`config.mk`:
```
export PLATFORM = sky130hd
export DESIGN_NAME = datapath_sequencer
export DESIGN_NICKNAME = d
export VERILOG_FILES = /design/src/rtl/datapath_sequencer.sv
export SDC_FILE = /design/constraint.sdc
export NUM_CORES = 1
export LEC_CHECK = 0
export ABC_AREA = 1
export BUFFER_PORTS_ARGS = -buffer_cell sky130_fd_sc_hd__buf_2
export CAP_MARGIN = 40
export CORE_AREA = 2 2 82 84
export CTS_BUF_LIST = sky130_fd_sc_hd__clkbuf_8
export CTS_CLUSTER_SIZE = 40
export DETAILED_ROUTE_END_ITERATION = 10
export DIE_AREA = 0 0 84 86
export PLACE_DENSITY = 0.68
export SLEW_MARGIN = 20
export SYNTH_ARGS = -nofsm -noshare
export SYNTH_HDL_FRONTEND = slang
export SYNTH_SLANG_ARGS = --single-unit
```
`constraint.sdc`:
```
create_clock -name CLK -period 3 [get_ports CLK]
set_input_delay 0.6 -clock CLK [delete_from_list [all_inputs] [get_ports CLK]]
set_output_delay 0.6 -clock CLK [all_outputs]
set_load 0.1 [all_outputs]
```
`src/rtl/datapath_sequencer.sv`:
```
// Multi-cycle control sequencer for a MIPS-style datapath: walks each instruction
// through FETCH/EXEC/MEM/WB and decodes the datapath selects from the latched word.
module datapath_sequencer (
  input  logic        CLK,
  input  logic        nRST,
  input  logic [31:0] imemload,
  input  logic        ihit,
  input  logic        dhit,
  input  logic        zero,
  output logic        iREN,
  output logic        dREN,
  output logic        dWEN,
  output logic        pc_en,
  output logic        reg_wen,
  output logic        link_sel,
  output logic [1:0]  pc_sel,
  output logic [1:0]  mem_to_reg_sel,
  output logic        alu_src_sel,
  output logic        reg_dst_sel,
  output logic        halt,
  output logic [31:0] retired
);

  typedef enum logic [2:0] {
    FETCH = 3'd0,
    EXEC  = 3'd1,
    MEM   = 3'd2,
    WB    = 3'd3,
    HALT  = 3'd4
  } state_e;

  localparam logic [5:0] OP_RTYPE = 6'h00;
  localparam logic [5:0] OP_J     = 6'h02;
  localparam logic [5:0] OP_JAL   = 6'h03;
  localparam logic [5:0] OP_BEQ   = 6'h04;
  localparam logic [5:0] OP_BNE   = 6'h05;
  localparam logic [5:0] OP_LUI   = 6'h0F;
  localparam logic [5:0] OP_LW    = 6'h23;
  localparam logic [5:0] OP_SW    = 6'h2B;
  localparam logic [5:0] OP_HALT  = 6'h3F;
  localparam logic [5:0] FN_JR    = 6'h08;

  localparam logic [1:0] PC_JUMP   = 2'd0;
  localparam logic [1:0] PC_JR     = 2'd1;
  localparam logic [1:0] PC_NEXT   = 2'd2;
  localparam logic [1:0] PC_BRANCH = 2'd3;

  localparam logic [1:0] M2R_ALU   = 2'd0;
  localparam logic [1:0] M2R_NPC   = 2'd1;
  localparam logic [1:0] M2R_DLOAD = 2'd2;
  localparam logic [1:0] M2R_LUI   = 2'd3;

  state_e      state_q, state_d;
  logic [31:0] ir_q, ir_d;
  logic [31:0] retired_q, retired_d;
  logic        iren_q, iren_d;
  logic        dren_q, dren_d;
  logic        dwen_q, dwen_d;
  logic        pc_en_q, pc_en_d;
  logic        reg_wen_q, reg_wen_d;
  logic        halt_q, halt_d;

  logic [5:0]  opcode;
  logic [5:0]  funct;
  logic        dec_write;
  logic        dec_lw;
  logic        dec_sw;
  logic [1:0]  dec_pc_sel;
  logic [1:0]  dec_m2r;
  logic        dec_alu_src;
  logic        dec_reg_dst;
  logic        dec_link;

  assign opcode = ir_q[31:26];
  assign funct  = ir_q[5:0];

  // Instruction decode, purely a function of the latched ir (and zero for branches).
  always_comb begin
    // NOTE: every output gets a default before the case so no path leaves a
    // variable unassigned, which would otherwise infer a latch.
    dec_write   = 1'b0;
    dec_lw      = 1'b0;
    dec_sw      = 1'b0;
    dec_pc_sel  = PC_NEXT;
    dec_m2r     = M2R_ALU;
    dec_alu_src = 1'b0;
    dec_reg_dst = 1'b0;
    dec_link    = 1'b0;
    case (opcode)
      OP_RTYPE: begin
        if (funct == FN_JR) begin
          dec_pc_sel = PC_JR;
        end else begin
          dec_write = 1'b1;
        end
      end
      6'h08, 6'h09, 6'h0A, 6'h0B, 6'h0C, 6'h0D, 6'h0E: begin
        dec_write   = 1'b1;
        dec_reg_dst = 1'b1;
        dec_alu_src = 1'b1;
      end
      OP_LUI: begin
        dec_write   = 1'b1;
        dec_reg_dst = 1'b1;
        dec_m2r     = M2R_LUI;
      end
      OP_LW: begin
        dec_lw      = 1'b1;
        dec_write   = 1'b1;
        dec_reg_dst = 1'b1;
        dec_alu_src = 1'b1;
        dec_m2r     = M2R_DLOAD;
      end
      OP_SW: begin
        dec_sw      = 1'b1;
        dec_alu_src = 1'b1;
      end
      OP_J: begin
        dec_pc_sel = PC_JUMP;
      end
      OP_JAL: begin
        dec_write  = 1'b1;
        dec_pc_sel = PC_JUMP;
        dec_m2r    = M2R_NPC;
        dec_link   = 1'b1;
      end
      OP_BEQ: begin
        dec_pc_sel = zero ? PC_BRANCH : PC_NEXT;
      end
      OP_BNE: begin
        dec_pc_sel = zero ? PC_NEXT : PC_BRANCH;
      end
      default: begin
        // Unlisted opcodes (including HALT, which never reaches WB) act as NOP.
      end
    endcase
  end

  // Next-state logic; strobes are precomputed from the next state so they come
  // straight out of flops in the cycle the FSM occupies that state.
  always_comb begin
    state_d   = state_q;
    ir_d      = ir_q;
    retired_d = retired_q;
    case (state_q)
      FETCH: begin
        if (ihit) begin
          ir_d    = imemload;
          state_d = EXEC;
        end
      end
      EXEC: begin
        if (opcode == OP_HALT) begin
          state_d = HALT;
        end else if (dec_lw || dec_sw) begin
          state_d = MEM;
        end else begin
          state_d = WB;
        end
      end
      MEM: begin
        if (dhit) begin
          state_d = WB;
        end
      end
      WB: begin
        retired_d = retired_q + 32'd1;
        state_d   = FETCH;
      end
      HALT: begin
        state_d = HALT;
      end
      default: begin
        state_d = FETCH;
      end
    endcase

    iren_d    = (state_d == FETCH);
    dren_d    = (state_d == MEM) && dec_lw;
    dwen_d    = (state_d == MEM) && dec_sw;
    pc_en_d   = (state_d == WB);
    reg_wen_d = (state_d == WB) && dec_write;
    halt_d    = (state_d == HALT);
  end

  always_ff @(posedge CLK or negedge nRST) begin
    if (!nRST) begin
      state_q   <= FETCH;
      ir_q      <= '0;
      retired_q <= '0;
      iren_q    <= 1'b0;
      dren_q    <= 1'b0;
      dwen_q    <= 1'b0;
      pc_en_q   <= 1'b0;
      reg_wen_q <= 1'b0;
      halt_q    <= 1'b0;
    end else begin
      // NOTE: non-blocking assignments so every flop samples the pre-edge
      // values of the others, independent of statement order.
      state_q   <= state_d;
      ir_q      <= ir_d;
      retired_q <= retired_d;
      iren_q    <= iren_d;
      dren_q    <= dren_d;
      dwen_q    <= dwen_d;
      pc_en_q   <= pc_en_d;
      reg_wen_q <= reg_wen_d;
      halt_q    <= halt_d;
    end
  end

  assign iREN           = iren_q;
  assign dREN           = dren_q;
  assign dWEN           = dwen_q;
  assign pc_en          = pc_en_q;
  assign reg_wen        = reg_wen_q;
  assign halt           = halt_q;
  assign retired        = retired_q;
  assign pc_sel         = dec_pc_sel;
  assign mem_to_reg_sel = dec_m2r;
  assign alu_src_sel    = dec_alu_src;
  assign reg_dst_sel    = dec_reg_dst;
  assign link_sel       = dec_link;

endmodule

```
==> results <==
- The flow ran to the end, and the final reports show no timing, DRC or antenna violations.
- The register bit count reported by yosys is 53.
- In this run the deepest clock path goes through 2 buffers.
- The DRC marker count from the first detailed-route iteration is 115.
- The shortest period the worst path allows is 2390 ps.
- Static timing analysis puts the maximum clock frequency at 418 MHz.
- The number of buffers inserted by post-CTS setup repair is 0.
- The synthesized area per cell is 8.02 um^2.
- The final-report max-slew violation count is 0.
- The number of hold violations in the final report came to 0.
- Dividing the detail-routed wire length by the instance count gives 11.7 um.
- The total number of nets in the final design is 453.
- Dividing the final minimum period by the clock period gives 79.8%.
- The worst setup margin is a little over 600 ps.
- The top flip-flop cell by instance count after synthesis is dfrtp_1.
- The antenna diode count is 0.
- The area of the die is between 7000 and 8000 um^2.
- By count the netlist is led by nand2_1, dfrtp_1, nor2_1, inv_1, nand3_1.
- The critical path buffer and inverter count is 2.
- For this run, the total global-route usage over all layers was measured as 16.7%.
- The part of the Yosys area used for sequential elements is 47.5%.
- The worst min-delay path category is primary input to async pin.
- For this configuration, the core starts out at a cell density of around 44%.
- The summed negative setup slack over all endpoints is 0 ps.
- The synthesized instance count is between 300 and 400.
- The number of DRC violations after detailed routing is 0.
- TritonCTS built the clock tree.
- The total congestion overflow is 0.
- Detailed placement finished with a half-perimeter wire length of 4.59 mm.
- The number of vias in the routed layout is around 2400.
- Entering global routing, the biggest net connects 36 pins.
- The signal on the critical path passes through inv_1 -> nand2_1 -> o21ai_0 -> nand4_1 -> o21ai_1 -> buf_2.
- The region available for standard cell placement spans 6280 um^2.
- The remaining antenna violation count is 0.
- The first global-routing pass estimated 9.80 mm of wire.
- In this run the worst path has a maximum fanout of 5.
- After clock tree synthesis, the clock-pin slew on the worst setup and hold paths is 100 ps.
- The cell sitting at the root of the clock tree is a clkbuf_8.
- The number of clock sinks is 53.
- The share of the synthesized area in the top cell type is 47.5%.
- For this run, asynchronously set or reset flops after synthesis account for 100%.
- The total number of placement rows is 29.
- Counting the fill cells in the layout gives between 600 and 700.
- Wires add up to about 5.8 mm.
- The average vias per placed instance is between 4 and 5.
- In this run, synthesis inferred 0 flip-flops with an integrated enable.
- The worst-case IR drop observed on VDD is 214 uV.
- The kind of start point of the critical path is a register.
- The classification of the worst setup path is register to output port.
- The most instantiated library cell after synthesis is nand2_1.
- The post-synthesis cell type count is 22.
- The later pin in the worst-skew pair is clocked with a latency of 310 ps.
- The hold buffer count at cts is 0.
- The headroom to the max-slew limit is between 40 and 50%.
- The count of TritonRoute iterations in the first routing pass is 4.
- The number of maximum-capacitance violations is 0.
- The width of the chip is 84 um.
- The count of buffers added on input and output ports is 61.
- OpenSTA, run right after detailed placement, puts the worst setup slack at 892 ps.
- The post-route netlist has between 20% and 30% of its cells at a drive strength greater than 1.
- In this design, the largest share of critical-path delay is due to buffers and inverters.
- Clock skew on the completed layout was measured at 11.3 ps.
- The post-synthesis to final-layout area growth is 17.7%.
- The synthesized netlist occupies a cell area of 2790 um^2.
- The number of gates resized after CTS was 0.
- The largest single stage delay on the critical path is 440 ps.
- Data arrives at the worst endpoint at between 1500 and 2000 ps.
- Power spread over the standard cell area amounts to 352 nW/um^2.
- The number of global-route vias before repair is 2251.
- The number of failing setup endpoints in the final timing report is 0.
- The actual transition at the worst max-transition pin is between 700 and 800 ps.
- For this run, the number of Yosys warnings is 0.
- dfrtp_1 takes more of the synthesized area than any other cell.
- The sort of element at the end of the critical path is an output port.
- For this design the top-level I/O count stands at between 80 and 90.
- The number of clock buffers added by TritonCTS is 5.
- STA puts the critical path data required time at 2400 ps.
- Setup repair after global routing left no endpoint under its margin.
- The initial antenna violation count was 0.
- By area the synthesized netlist is led by dfrtp_1, nand2_1, nor2_1.
- Synthesis produced a netlist with a net count of 386.
- Routability-driven placement finished with a final weighted congestion of 0.912.
- The H-tree was split into 2 levels.
- The static leakage is ~1.8 nW.
- The vertical die dimension is 86 um.
- The standard cell with the maximum stage delay on the critical path is buf_2.
[stage by stage]
stage	utilization [%]	power, W	hold slack (ps)	cells	area, um^2
final	52.4	0.00116	225	493	3290
after global routing	52.4	0.00121	239	493	3290
after detailed placement	50.8	0.000754	497	485	3190
after CTS	52.4	0.00118	234	493	3290
after floorplan	-	0.000728	304	348	2790
after global placement	50.8	0.000754	492	485	3190
[layout by cell type, fill, tap and decap left out, types with 4 or more instances in the layout]
master,synthesis,routed
buf_2,2,61
xnor2_1,11,11
a21oi_1,7,7
clkbuf_8,0,6
inv_1,48,48
xor2_1,11,11
nand3_1,26,26
mux2_2,5,5
nor2_4,7,7
nand4_1,16,16
nand2_2,5,5
nand2_1,90,90
dfrtp_1,53,53
nor3_1,4,4
nor2_1,49,49
[state kept, by name, summed over array words and instances (netlist names)]
name,count
retired,32
ir_q,12
state_q,3
dREN,1
dWEN,1
halt,1
iREN,1
pc_en,1
reg_wen,1
[per-layer routing]
layer	up-vias	wire length [um]	track usage, %
li1	1223	-	-
met1	1098	2600	20.8
met2	68	2810	29.2
met3	5	321	3.95
met4	0	50	4.84
met5	-	0	0
[worst reg2reg max path, cell delays in order, from the launching register on]
cell	delay, ps
dfrtp_1	450
nor2_1	200
nand3_1	570
nand2_1	230
inv_1	60
nand2_1	120
inv_1	50
nand2_1	70
nor2_1	40
[path summary, 6_finish.rpt]
kind | from | to | slack, ps | depth (start not counted)
worst min-delay path | nRST | retired[8] | 220 | 1
worst min register to register | ir_q[4] | ir_q[4] | 510 | 1
worst max-delay path | ir_q[27] | pc_sel[0] | 610 | 6
worst max register to register | state_q[0] | dREN | 1110 | 8
min in group CLK | ir_q[4] | ir_q[4] | 510 | 1
max in group asynchronous | nRST | ir_q[29] | 1970 | 2
[layout make-up]
cell class / instances / area, um^2 / area share, %
repair buffers: 63 / 320 / 9.74
inverters: 48 / 180 / 5.48
clock inverters: 2 / 13.8 / 0.419
well taps: 77 / 96.3 / 2.93
multi-input cells: 244 / 1270 / 38.6
clock buffers: 6 / 82.6 / 2.51
flip-flops and latches: 53 / 1330 / 40.3
[where the power goes]
part / internal, W / total, W / leakage, nW / switching (W)
Sequential: 0.000714 / 0.000714 / 0.694 / 0
Clock: 0.000187 / 0.000418 / 0.0512 / 0.000230
Combinational: 0.00000812 / 0.0000248 / 1.05 / 0.0000167
[cells by family (layout without fill, tap and decap cells)]
| group | after synthesis | in the layout | share of synthesized area, % |
|---|---|---|---|
| AOI/OAI and AO/OA | 13 | 13 | 2.46 |
| xor gates and xnor gates | 22 | 22 | 6.90 |
| adders and majority gates | 1 | 1 | 0.448 |
| buffers and inverters | 51 | 119 | 7.08 |
| DFF | 53 | 53 | 47.5 |
| muxes | 5 | 5 | 2.02 |
| and+or+nand+nor | 203 | 203 | 33.6 |
Note: power is estimated with default switching activity, not from simulation.
